`config.mk`:
```
export PLATFORM = sky130hd
export DESIGN_NAME = dadda_pipe_adder_flat
export DESIGN_NICKNAME = d
export VERILOG_FILES = /design/src/rtl/dadda_pipe_adder_pkg.sv /design/src/rtl/dadda_pipe_adder_if.sv /design/src/rtl/dadda_pipe_adder_csa_row.sv /design/src/rtl/dadda_pipe_adder.sv /design/src/flat_wrapper.sv
export SDC_FILE = /design/constraint.sdc
export NUM_CORES = 1
export LEC_CHECK = 0
export BUFFER_PORTS_ARGS = -buffer_cell sky130_fd_sc_hd__buf_4
export CAP_MARGIN = 20
export CORE_MARGIN = 4
export CORE_UTILIZATION = 45
export DETAILED_ROUTE_END_ITERATION = 7
export GPL_TIMING_DRIVEN = 0
export PLACE_DENSITY = 0.73
export SKIP_CTS_REPAIR_TIMING = 1
export SYNTH_ARGS = -nofsm -noshare
export SYNTH_HDL_FRONTEND = slang
export SYNTH_HIERARCHICAL = 1
export SYNTH_SLANG_ARGS = --single-unit
```
`constraint.sdc`:
```
create_clock -name clk -period 2.7 [get_ports clk]
set_input_delay 0.27 -clock clk [delete_from_list [all_inputs] [get_ports clk]]
set_output_delay 0.27 -clock clk [all_outputs]
set_load 0.02 [all_outputs]
```
`src/rtl/dadda_pipe_adder_pkg.sv`:
```
`default_nettype none
// +----------------------------------------------------------------------------+
// | Package  : cfa_adder_pkg                                                   |
// | Purpose  : Shared types and elaboration-time helpers for the pipelined     |
// |            Dadda multi-operand adder (height sequence, level count, the    |
// |            per-stage flow tag).                                            |
// | Revision : 1.0  initial release                                            |
// +----------------------------------------------------------------------------+
package cfa_adder_pkg;

  localparam int DADDA_N = 7;
  localparam int DADDA_H [DADDA_N] = '{2, 3, 4, 6, 9, 13, 19};

  // Dadda target height d_j. Indices past the table return 0 so that a bad
  // index shows up as an obviously broken elaboration.
  function automatic int dadda_height(input int j);
    if (j < 0 || j >= DADDA_N) return 0;
    return DADDA_H[j];
  endfunction

  // Number of reduction levels: every Dadda height strictly below n.
  function automatic int dadda_levels(input int n);
    int cnt;
    cnt = 0;
    for (int i = 0; i < DADDA_N; i++) begin
      if (DADDA_H[i] < n) cnt++;
    end
    return cnt;
  endfunction

  // Control tag that travels with every bundle through the pipe.
  typedef struct packed {
    logic valid;
    logic is_signed;
  } flow_t;

endpackage
`default_nettype wire

```
`src/rtl/dadda_pipe_adder_if.sv`:
```
`default_nettype none
// +----------------------------------------------------------------------------+
// | Interface : dadda_pipe_adder_if                                            |
// | Purpose   : Operand-in / sum-out handshake bundle of dadda_pipe_adder.     |
// |   in_valid/in_ready  operand bundle handshake                              |
// |   in_signed          two's-complement mode of the bundle                   |
// |   in_ops             N_OPS packed operands, operand k = in_ops[k*W +: W]   |
// |   out_valid/out_ready result handshake                                     |
// |   out_sum            exact OW-bit sum, out_signed mode of that result      |
// |   master : the producer/consumer side, slave : the adder                   |
// | Revision  : 1.0  initial release                                           |
// +----------------------------------------------------------------------------+
interface dadda_pipe_adder_if #(
  parameter int N_OPS = 5,
  parameter int W     = 12
) ();
  localparam int OW = W + $clog2(N_OPS);

  logic               in_valid;
  logic               in_ready;
  logic               in_signed;
  logic [N_OPS*W-1:0] in_ops;
  logic               out_valid;
  logic               out_ready;
  logic [OW-1:0]      out_sum;
  logic               out_signed;

  modport master (
    output in_valid, in_signed, in_ops, out_ready,
    input  in_ready, out_valid, out_sum, out_signed
  );

  modport slave (
    input  in_valid, in_signed, in_ops, out_ready,
    output in_ready, out_valid, out_sum, out_signed
  );
endinterface
`default_nettype wire

```
`src/rtl/dadda_pipe_adder_csa_row.sv`:
```
`default_nettype none
// +----------------------------------------------------------------------------+
// | Module   : csa_row                                                         |
// | Purpose  : Combinational row of N_FA independent full adders (3:2          |
// |            compressors) for one column of a Dadda reduction level.         |
// |   i_a, i_b, i_c  three bits of equal weight per adder                      |
// |   o_s            sum bits, same weight                                     |
// |   o_co           carry bits, next-higher weight                            |
// | Revision : 1.0  initial release                                            |
// +----------------------------------------------------------------------------+
module csa_row #(
  parameter int N_FA = 1
) (
  input  logic [N_FA-1:0] i_a,
  input  logic [N_FA-1:0] i_b,
  input  logic [N_FA-1:0] i_c,
  output logic [N_FA-1:0] o_s,
  output logic [N_FA-1:0] o_co
);
  assign o_s  = i_a ^ i_b ^ i_c;
  assign o_co = (i_a & i_b) | (i_a & i_c) | (i_b & i_c);
endmodule
`default_nettype wire

```
`src/rtl/dadda_pipe_adder.sv`:
```
`default_nettype none
// +----------------------------------------------------------------------------+
// | Module   : dadda_pipe_adder                                                |
// | Purpose  : Pipelined N_OPS x W multi-operand adder. Operands are extended  |
// |            to OW bits, reduced by a Dadda tree (one register per level)    |
// |            to two rows, then summed by a registered carry-propagate add.   |
// |            Valid/ready handshake with per-stage valid bits and collapsing  |
// |            bubbles.                                                        |
// |   clk, rst_n  clock, synchronous active-low reset                          |
// |   bus         dadda_pipe_adder_if slave port                               |
// | Revision : 1.0  initial release                                            |
// +----------------------------------------------------------------------------+
module dadda_pipe_adder
  import cfa_adder_pkg::*;
#(
  parameter int N_OPS = 5,
  parameter int W     = 12
) (
  input  logic              clk,
  input  logic              rst_n,
  dadda_pipe_adder_if.slave bus
);
  localparam int OW     = W + $clog2(N_OPS);
  localparam int LEVELS = dadda_levels(N_OPS);
  localparam int LAT    = LEVELS + 1;

  flow_t         r_flow [1:LAT];  // tag held by stage s
  flow_t         w_fin  [1:LAT];  // tag offered to stage s
  logic [LAT:1]  w_rdy;
  logic [OW-1:0] w_ext  [N_OPS];
  logic [OW-1:0] r_sum;

  always_comb begin
    w_fin[1].valid     = bus.in_valid;
    w_fin[1].is_signed = bus.in_valid & bus.in_signed;
    for (int s = 2; s <= LAT; s++) w_fin[s] = r_flow[s-1];
  end

  // Stage s may load whenever any stage from s to the output is empty, or
  // the consumer takes the result: the unrolled form of !v[s] | ready[s+1].
  always_comb begin
    for (int s = 1; s <= LAT; s++) begin
      w_rdy[s] = bus.out_ready;
      for (int k = s; k <= LAT; k++) begin
        if (!r_flow[k].valid) w_rdy[s] = 1'b1;
      end
    end
  end

  always_ff @(posedge clk) begin
    if (!rst_n) begin
      for (int s = 1; s <= LAT; s++) r_flow[s] <= '0;
    end else begin
      for (int s = 1; s <= LAT; s++) begin
        if (w_rdy[s]) r_flow[s] <= w_fin[s];
      end
    end
  end

  for (genvar k = 0; k < N_OPS; k++) begin : g_ext
    logic [W-1:0] w_op;
    assign w_op     = bus.in_ops[k*W +: W];
    assign w_ext[k] = {{(OW-W){bus.in_signed & w_op[W-1]}}, w_op};
  end

  // Every column of every row carries the same height, so each level uses
  // K = H_IN - H_OUT full adders per column: sums stay, carries move up one
  // column, the rest pass straight through. Carries out of the MSB column
  // are dropped; the exact sum always fits in OW bits.
  for (genvar s = 1; s <= LEVELS; s++) begin : g_stage
    localparam int H_IN  = (s == 1) ? N_OPS : dadda_height(LEVELS - s + 1);
    localparam int H_OUT = dadda_height(LEVELS - s);
    localparam int K     = H_IN - H_OUT;

    logic [OW-1:0] w_in  [H_IN];
    logic [OW-1:0] w_out [H_OUT];
    logic [OW-1:0] r_row [H_OUT];
    logic [K-1:0]  w_co  [OW-1];

    if (s == 1) begin : g_src_ops
      assign w_in = w_ext;
    end else begin : g_src_prev
      assign w_in = g_stage[s-1].r_row;
    end

    for (genvar c = 0; c < OW; c++) begin : g_col
      logic [K-1:0] w_a, w_b, w_c, w_s;
      for (genvar i = 0; i < K; i++) begin : g_fa
        assign w_a[i]      = w_in[3*i][c];
        assign w_b[i]      = w_in[3*i+1][c];
        assign w_c[i]      = w_in[3*i+2][c];
        assign w_out[i][c] = w_s[i];
        if (c == 0) begin : g_cin0
          assign w_out[K+i][c] = 1'b0;
        end else begin : g_cin
          assign w_out[K+i][c] = w_co[c-1][i];
        end
      end
      for (genvar j = 0; j < H_IN - 3*K; j++) begin : g_pass
        assign w_out[2*K+j][c] = w_in[3*K+j][c];
      end
      if (c == OW-1) begin : g_msb
        assign w_s = w_a ^ w_b ^ w_c;
      end else begin : g_csa
        csa_row #(.N_FA(K)) u_csa (
          .i_a  (w_a),
          .i_b  (w_b),
          .i_c  (w_c),
          .o_s  (w_s),
          .o_co (w_co[c])
        );
      end
    end

    always_ff @(posedge clk) begin
      if (w_rdy[s] && w_fin[s].valid) r_row <= w_out;
    end
  end

  always_ff @(posedge clk) begin
    if (!rst_n) begin
      r_sum <= '0;
    end else if (w_rdy[LAT] && w_fin[LAT].valid) begin
      r_sum <= g_stage[LEVELS].r_row[0] + g_stage[LEVELS].r_row[1];
    end
  end

  assign bus.in_ready   = w_rdy[1];
  assign bus.out_valid  = r_flow[LAT].valid;
  assign bus.out_signed = r_flow[LAT].is_signed;
  assign bus.out_sum    = r_sum;

endmodule
`default_nettype wire

```
`src/flat_wrapper.sv`:
```
// flat-port wrapper written by rule: the top's interface ports become plain ports
module dadda_pipe_adder_flat import cfa_adder_pkg::*;
#(
  parameter int N_OPS = 5,
  parameter int W     = 12
)
  (clk, rst_n, bus_in_valid, bus_in_signed, bus_in_ops, bus_out_ready, bus_in_ready, bus_out_valid, bus_out_sum, bus_out_signed);
  dadda_pipe_adder_if #(.N_OPS(N_OPS), .W(W)) bus_i ();
  input  logic clk;
  input  logic rst_n;
  input wire logic [$bits(bus_i.in_valid)-1:0] bus_in_valid;
  input wire logic [$bits(bus_i.in_signed)-1:0] bus_in_signed;
  input wire logic [$bits(bus_i.in_ops)-1:0] bus_in_ops;
  input wire logic [$bits(bus_i.out_ready)-1:0] bus_out_ready;
  output wire logic [$bits(bus_i.in_ready)-1:0] bus_in_ready;
  output wire logic [$bits(bus_i.out_valid)-1:0] bus_out_valid;
  output wire logic [$bits(bus_i.out_sum)-1:0] bus_out_sum;
  output wire logic [$bits(bus_i.out_signed)-1:0] bus_out_signed;
  assign bus_i.in_valid = bus_in_valid;
  assign bus_i.in_signed = bus_in_signed;
  assign bus_i.in_ops = bus_in_ops;
  assign bus_i.out_ready = bus_out_ready;
  assign bus_in_ready = bus_i.in_ready;
  assign bus_out_valid = bus_i.out_valid;
  assign bus_out_sum = bus_i.out_sum;
  assign bus_out_signed = bus_i.out_signed;
  dadda_pipe_adder #(.N_OPS(N_OPS), .W(W)) u_core (.clk(clk), .rst_n(rst_n), .bus(bus_i));
endmodule
```
Word-level counts from Yosys, hierarchy flattened
Memory sizes are Yosys's and may differ from the RTL's.
Index checks and enable logic that the tools add are counted.
Word-level totals
  memory bits (writable): 8
  output and inout port bits: 18
  register bits: 138
  memories kept: 1
  input bits: 65
  bits in read-only memories: 0
  bits in latches: 0
Memories
  u_core.r_flow: depth 4, bits a word 2, read ports 4, clocked after memory_dff 0, wr ports 4, RTL line dadda_pipe_adder.sv:27  | flow_t r_flow [1:LAT];
Cells by class
  eq/ne operators: 0
  reduce and logical (&&, ||, !) cells: 4
  shifts and indexed selects: 0
  multipliers: 0
  mux-type cells: 27
  div/mod/pow operators: 0
  add/subtract/negate cells: 1
  order comparisons: 0
  bitwise gates (word level): 291
Operators with widths (number)
  $and A1 B1 Y1: 125
  $xor A1 B1 Y1: 84
  $or A1 B1 Y1: 82
  $mux W1: 23
  $add A15 B15 Y15: 1
  $mux W2: 4
  $logic_and A1 B1 Y1: 4

Logic depth before layout (Yosys ltp)
Gate-level depths: netlist (run 1).
An unclocked memory read counts as a cell.
  depth in word-level cells: 9
  mapped depth: 8
  depth with buffers taken out: 8

Modules after synthesis
Netlist (run 1), hierarchy kept.
Modules (own cells, without submodules)
  dadda_pipe_adder: instances 1, area each 5430.2 µm², cells an instance 321, sequential area each 4324.1 µm²
  csa_row: instances 42, area each 20.0 µm², cells an instance 1, sequential area each 0.0 µm²

Worst setup path before layout (run 1)
OpenSTA, ideal clock, no wires.
  kind: reg-to-reg
  start point: reg, netlist name u_core/r_flow[0][7]
  end point: reg u_core/g_stage[1].r_row[0] (netlist name), enable pin
  setup slack: -0.041 ns
  stages on the path, launching flop included: 4
  setup time: 0.418 ns
  arrival: 2.323 ns
  cell sequence: edfxtp_1 > nor2b_1 > nand4_1 > and2_1
RTL lines
  end signal: assignment: RTL line dadda_pipe_adder.sv:116  | if (w_rdy[s] && w_fin[s].valid) r_row <= w_out;
  end: declaration: RTL line dadda_pipe_adder.sv:77  | logic [OW-1:0] r_row [H_OUT];

Worst setup path in the final report (run 1)
  start point: reg u_core/g_stage[3].r_row[5] (netlist name)
  end point: reg u_core.r_sum[12] (netlist: u_core/bus.out_sum[12])
On the way
  longest elaborated chain between the ends: 1
RTL lines
  start: declaration: RTL line dadda_pipe_adder.sv:77
  start signal: assignment: RTL line dadda_pipe_adder.sv:116
  $add A15 B15 Y15: RTL line dadda_pipe_adder.sv:124  | r_sum <= g_stage[LEVELS].r_row[0] + g_stage[LEVELS].r_row[1];
  end signal: assignment: RTL line dadda_pipe_adder.sv:124
  end: declaration: RTL line dadda_pipe_adder.sv:31  | logic [OW-1:0] r_sum;
Every way passes these cells.
A chain may end at the register's enable or synchronous reset.

==> flow_summary.ini, run 1 <==
[route]
drt_first_pass_iters = 5
wirelength_um = 9520
drt_iter0_markers = 279
ant_nets = 0
drc = 0
via_per_inst = 4.95
wl_per_cell_um = 14.5
vias = 3242

[cts]
h-tree-depth = 4
worst_skew_pair.late_latency_ns = 0.42
cts_tree = done
cts_root_buffer = clkbuf_16
clk_pin_slew_worst_paths_ns = 0.06
clkSinkCount = 149
cts_buffer_depth = 2
cts_buffers = 17

[synthesis]
avgSynthCellArea_um2 = 17.3
yosysTopAreaCellShare_pct = 64.2
syn_inst = 363
synth.distinct_cells = 42
yosysTopAreaCell = edfxtp_1
syn_area_um2 = 6270
ys_ff_latch = 149
ys_warn_count = 6
synthTopCellsByArea = edfxtp_1 (64%), fa_1 (14%), dfxtp_1 (4.8%), ha_1 (2.6%), a21oi_1 (1.4%)
synth_seq_area_share_pct = 69.0

[power]
cellLeakagePower_nw = 2.88
vdd_drop_max_uv = 423
pwr_density_cell_nw_per_um2 = 685

[timing]
fin_crit_sh_pct = 82.4
clock.fmax_mhz = 450
drv_slew = 0
worst_clock_skew_ns = 0.00641
tns_ns = 0
maxSlewHeadroom_pct = 36.4
worst_pin_slew_ns = 0.953
final.setup.worst_slack_ns = 0.475
period_needed_ns = 2.22
hold_viol = 0
setup_violations = 0
whs_ns = 0.0288
rsz0062_at_grt = false

[place]
port_buffers = 81
hpwl_um = 7070
dpl_worst_slack_ns = 0.529
routabilityCongestion = 0.816

[hold_path]
hp-start = bus_in_ops[42]
hp-class = in -> reg
hold-path-endpoint = u_core/g_stage[1].r_row[21]
hold_depth = 1

[worst_setup_path]
crit_required_ns = 2.97
r2r-start = u_core/g_stage[3].r_row[5]
crit_arrival_ns = 2.50
r2r-end = u_core/bus.out_sum[12]
critPathMaxFanout = 6
critPathCaptureType = register
critical_path_class = reg -> reg
cp-start-kind = register
reg2reg_slack_ns = 0.48
reg2reg_depth = 6

[cells_and_area]
fill_cells = 1067
diodes = 0
drive_above_1_share_pct = 24.0
fin_util_pct = 57.3
area_growth_pct = 22.8
nets = 587
seq_area_um2 = 4320
multi_input_area_um2 = 1900

[global_routing]
grt_pass1_wl_um = 16300
grt_use_total_pct = 13.2
grt_max_degree = 44
grt-ovfl-total = 0
grt_pass1_vias = 3437
antenna_found_initial = 0

[floorplanning]
die_w_um = 126
io_pins = 83
start_util_pct = 46.6
core_um2 = 13500
fp-row-count = 42
fp.dieH_um = 126
dieArea_um2 = 15900

[run]
max-cap-violations = 0

[run_status]
status = complete, no violations
stage by stage:
stage | instance area, um2 | cells | power, mW
2_1_floorplan | 6280 | 364 | 2.96
3_3_place_gp | 7100 | 621 | 3.11
3_5_place_dp | 7150 | 623 | 3.15
4_1_cts | 7700 | 655 | 5.36
5_1_grt | 7700 | 655 | 5.51
6_report | 7700 | 655 | 5.28
worst max-delay path, cell delays in order, from the launching register on:
cell	delay, ns
edfxtp_1	0.37
ha_1	0.39
a21o_1	0.20
a31oi_1	0.33
a21oi_1	0.23
o41ai_1	0.42
nand3_1	0.13
kinds of logic after synthesis:
group                      share of synthesized area, %
AOI/OAI and AO/OA                                  5.51
xor gates and xnor gates                           1.12
adders and majority gates                          16.3
buffers and inverters                             0.778
DFF                                                69.0
other                                            0.0598
and+or+nand+nor                                    7.26
worst max-delay path by stage:
stage,start,end,slack (ns),depth (start not counted)
finish,u_core/g_stage[3].r_row[5],u_core/bus.out_sum[12],0.48,6
global route,u_core/g_stage[3].r_row[5],u_core/bus.out_sum[12],0.39,6
detailed placement,u_core/g_stage[3].r_row[5],u_core/bus.out_sum[12],0.53,6
floorplan,u_core/r_flow[0][7],u_core/g_stage[2].r_row[0],0.44,3
CTS,u_core/g_stage[3].r_row[5],u_core/bus.out_sum[12],0.53,6
global placement,u_core/r_flow[0][7],u_core/g_stage[2].r_row[0],0.24,3
power breakdown:
group,internal (mW),switching [mW]
clock network,1.34,0.848
registers,2.70,0.0640
logic,0.162,0.159
layout by cell type (no fill, tap or decap), types with 3 or more instances in the layout:
cell type | synthesis | layout
nor2_1 | 5 | 5
fa_1 | 43 | 43
nand4_1 | 4 | 4
and2_1 | 11 | 9
inv_1 | 6 | 6
xnor2_1 | 7 | 7
nor3_1 | 9 | 9
nand3_1 | 15 | 15
clkbuf_16 | 0 | 17
clkinv_2 | 0 | 3
buf_4 | 0 | 81
edfxtp_1 | 134 | 134
nor2b_1 | 3 | 3
ha_1 | 13 | 13
a21oi_1 | 17 | 17
nand2_1 | 18 | 18
clkbuf_1 | 7 | 11
and3_1 | 8 | 8
o21ai_0 | 6 | 6
a31oi_1 | 3 | 3
a21o_1 | 8 | 8
dfxtp_1 | 15 | 15
clkinv_1 | 0 | 3
a211oi_1 | 4 | 4
registers in the layout (all words and copies together) (netlist names):
register and count:
u_core/r_flow 8, u_core/g_stage.r_row 126, u_core/bus.out_sum 15
cell type report:
| cell class | instances | share of cell area (%) |
|---|---|---|
| Buffer | 7 | 0.341 |
| Clock buffer | 21 | 5.72 |
| Clock inverter | 11 | 1.43 |
| Inverter | 6 | 0.292 |
| Multi-Input combinational cell | 202 | 24.7 |
| Sequential cell | 149 | 56.1 |
| Tap cell | 176 | 2.86 |
| Timing Repair Buffer | 83 | 8.51 |
synthesized netlist by cell type (all sizes together):
master and count:
or3b 1, nor2b 3, xnor2 7, o21a 2, conb 1, ha 13
a21oi 17, inv 6, a21o 8, a32oi 1, nand2b 1, or3 2
nand4 4, o211ai 2, nand3b 2, nor3 9, a32o 1, edfxtp 134
nand2 18, a31oi 3, fa 43, a31o 1, nor2 5, or2 2
o2111ai 1, a211oi 4, a311o 1, and2 13, clkbuf 7, nand3 15
o41ai 1, and3 9, nand4b 1, dfxtp 15, xor2 1, o21ai 6
o311ai 2, a211o 1
routing by layer:
metal	routed length, um	track usage (%)	share of wire [%]	up-vias
li1	-	-	-	1572
met1	4150	17.1	44	1542
met2	4590	20.1	48	103
met3	533	4.36	5.6	25
met4	241	6.56	2.5	0
met5	0	0	0	-
No activity file was read; power rests on OpenSTA's default activity.
==> inputs of run 2 (changes only) <==
--- a/config.mk
+++ b/config.mk
@@ -5,6 +5,7 @@
 export SDC_FILE = /design/constraint.sdc
 export NUM_CORES = 1
 export LEC_CHECK = 0
+export ABC_AREA = 1
 export BUFFER_PORTS_ARGS = -buffer_cell sky130_fd_sc_hd__buf_4
 export CAP_MARGIN = 20
 export CORE_MARGIN = 4
==> constraint.sdc (replaced) <==
create_clock -name clk -period 2.24 [get_ports clk]
set_input_delay 0.224 -clock clk [delete_from_list [all_inputs] [get_ports clk]]
set_output_delay 0.224 -clock clk [all_outputs]
set_load 0.02 [all_outputs]
==> run 2 against run 1 <==
Effect of this change: synthesized cell count is 25% higher; final area is 6.0% higher; synthesized area is 2.9% higher; worst setup slack worse by 0.18 ns; non-clock buffer count is 21 higher; largest power group unchanged.
==> flow_summary.ini, run 2 <==
[hold_path]
hp-class = in -> reg

[worst_setup_path]
crit_required_ns = 2.34
critical_path_class = reg -> reg
critPathMaxFanout = 36
cpPeakStageDelay_ns = 0.48
slowest_stage = nor2_4
critPathCaptureType = register
crit_chain = inv_2, nor2_4, nand2_2, nor2_2, nand2_2, inv_2, nor2_4, buf_12
cp-start-kind = register
reg2reg_slack_ns = 0.29
crit_arrival_ns = 2.05

[route]
drc = 0
drt_iter0_markers = 156
ant_nets = 0
via_per_inst = 4.66
vias = 3599
drt_first_pass_iters = 4
wl_per_cell_um = 12.9
wirelength_um = 9990

[timing]
hold_viol = 0
period_needed_ns = 1.95
tns_ns = 0
setup_violations = 0
clock.fmax_mhz = 514
worst_clock_skew_ns = 0.00788
maxSlewHeadroom_pct = 42.9
rsz0062_at_grt = false
fin_crit_sh_pct = 86.9
worst_pin_slew_ns = 0.856
whs_ns = 0.104
drv_slew = 0

[floorplanning]
fp-row-count = 43
dieArea_um2 = 16300
core_um2 = 13900
io_pins = 83
start_util_pct = 46.3
die_w_um = 128
fp.dieH_um = 128

[global_routing]
grt_pass1_wl_um = 16800
grt_max_degree = 43
grt-ovfl-total = 0
grt_pass1_vias = 3713
antenna_found_initial = 0
grt_use_total_pct = 13.2

[power]
intPower_mw = 5.11
p_switching_mw = 1.34
p_sw_share_pct = 20.8
pwr_density_cell_nw_per_um2 = 790
cellLeakagePower_nw = 3.37
p_clk_share_pct = 41.3
combPwrFrac_pct = 6.9
seqPwrFrac_pct = 51.8
vdd_drop_max_uv = 462

[cells_and_area]
largest_reg_flops = 126
area_growth_pct = 26.6
final_common_cell = edfxtp_1
mostFrequentLayoutCells = edfxtp_1 (134), buf_4 (82), nand2_1 (74)
final_area_um2 = 8170
drive_above_1_share_pct = 22.6
diodes = 0
fill_cells = 1057
nets = 701
final_cells = 773
top_register = u_core/g_stage.r_row

[synthesis]
avgSynthCellArea_um2 = 14.3
synth_seq_area_share_pct = 67.0
syn_area_um2 = 6450
yosys-top-cells-count = edfxtp_1 (134), nand2_1 (76), inv_1 (55)
synthMuxAreaShare_pct = 0
yosys.area_share.simple_pct = 9.45
yosys.area_share.adder_pct = 15.9
synth_compound_area_share_pct = 2.21
ys_warn_count = 6
synth_xor_area_share_pct = 1.49
synth.distinct_cells = 30
synth_top_family_by_area = adder cells
synth_edf_count = 134
yosysTopAreaCell = edfxtp_1
synthTopCellsByArea = edfxtp_1 (62%), fa_1 (13%), dfxtp_1 (4.7%), nand2_1 (4.4%), inv_1 (3.2%)
yosysTopAreaCellShare_pct = 62.4
yosysMostFrequentCell = edfxtp_1
ys.flop_type = edfxtp_1
synthArstFlopShare_pct = 0
syn_inst = 452
ys_ff_latch = 149

[cts]
cts_buffers = 17
h-tree-depth = 4
cts_buffer_depth = 2
cts_tree = done
clkSinkCount = 149
worst_skew_pair.late_latency_ns = 0.42
cts_root_buffer = clkbuf_16
clk_pin_slew_worst_paths_ns = 0.06

[place]
place_inst = 716
port_buffers = 82
hpwl_um = 7040
routabilityCongestion = 0.850
postPlaceCellArea_um2 = 7330

[run]
max-cap-violations = 0

[run_status]
status = complete, no violations
## run 2: cell types whose count changed in the layout (fill, tap and decap cells not counted), moves of 5 or more
cell           previous run  this run
nor2_1                    5        34
nor3_1                    9         0
nand2_2                   0         5
clkbuf_1                 11         2
nand2_1                  18        74
and3_1                    8         0
inv_2                     0         6
nand3_1                  15        21
a21o_1                    8         0
a21oi_1                  17        11
inv_1                     6        52
and2_1                    9         0
xor2_1                    1         7
dlygate4sd3_1             0        24
## run 2: worst paths after layout
| check | start | end | depth (start not counted) |
|---|---|---|---|
| hold / removal | rst_n | u_core/bus.out_sum[0] | 3 |
| setup / recovery | u_core/r_flow[0][7] | u_core/g_stage[1].r_row[45] | 8 |
| hold reg to reg | u_core/g_stage[1].r_row[4] | u_core/g_stage[2].r_row[4] | 0 |
| setup reg to reg | u_core/r_flow[0][7] | u_core/g_stage[1].r_row[45] | 8 |
## run 2: layer usage
metal	vias to the layer above	routed length (um)	GRT usage [%]
li1	1776	-	-
met1	1710	4400	16.9
met2	98	4840	20.7
met3	15	580	4.63
met4	0	169	5.56
met5	-	0	0
## run 2: area by class of cell
cell class	count	area, um2	share of cell area, %
sequential	149	4320	52.9
multi-input combinational	240	1900	23.3
timing repair buffer	108	903	11.1
clock buffer	18	429	5.26
inverter	61	230	2.82
tap	180	225	2.76
clock inverter	14	135	1.65
buffer	3	20.0	0.245
## run 2: power by group through the flow
stage                     Combinational, mW  Clock [mW]  Sequential [mW]
after floorplan                       0.195           0             3.39
after global placement                0.391           0             3.39
after detailed placement              0.417           0             3.40
after CTS                             0.421        2.74             3.34
after global routing                  0.515        2.86             3.36
final                                 0.447        2.67             3.34
## run 2: cells by family after synthesis
| kind of cell | after synthesis |
|---|---|
| and+or+nand+nor | 145 |
| AOI/OAI and AO/OA | 26 |
| buffers and inverters | 64 |
| xor gates and xnor gates | 11 |
| DFF | 149 |
| other | 1 |
| adders and majority gates | 56 |
## run 2: through the flow
| stage | util [%] | worst slack (ns) | total power, mW |
|---|---|---|---|
| 3_5_place_dp | 52.6 | 0.283 | 3.82 |
| 2_1_floorplan | - | 0.0101 | 3.59 |
| 5_1_grt | 58.6 | 0.134 | 6.74 |
| 6_report | 58.6 | 0.293 | 6.45 |
| 3_3_place_gp | 52.5 | -0.0830 | 3.78 |
| 4_1_cts | 56.7 | 0.261 | 6.51 |
## run 2: worst max-delay path: cells and delay by family (launching register included)
kind	cells	cell delay (ns)
and+or+nand+nor	5	0.76
buffers and inverters	3	0.44
DFF	1	0.40
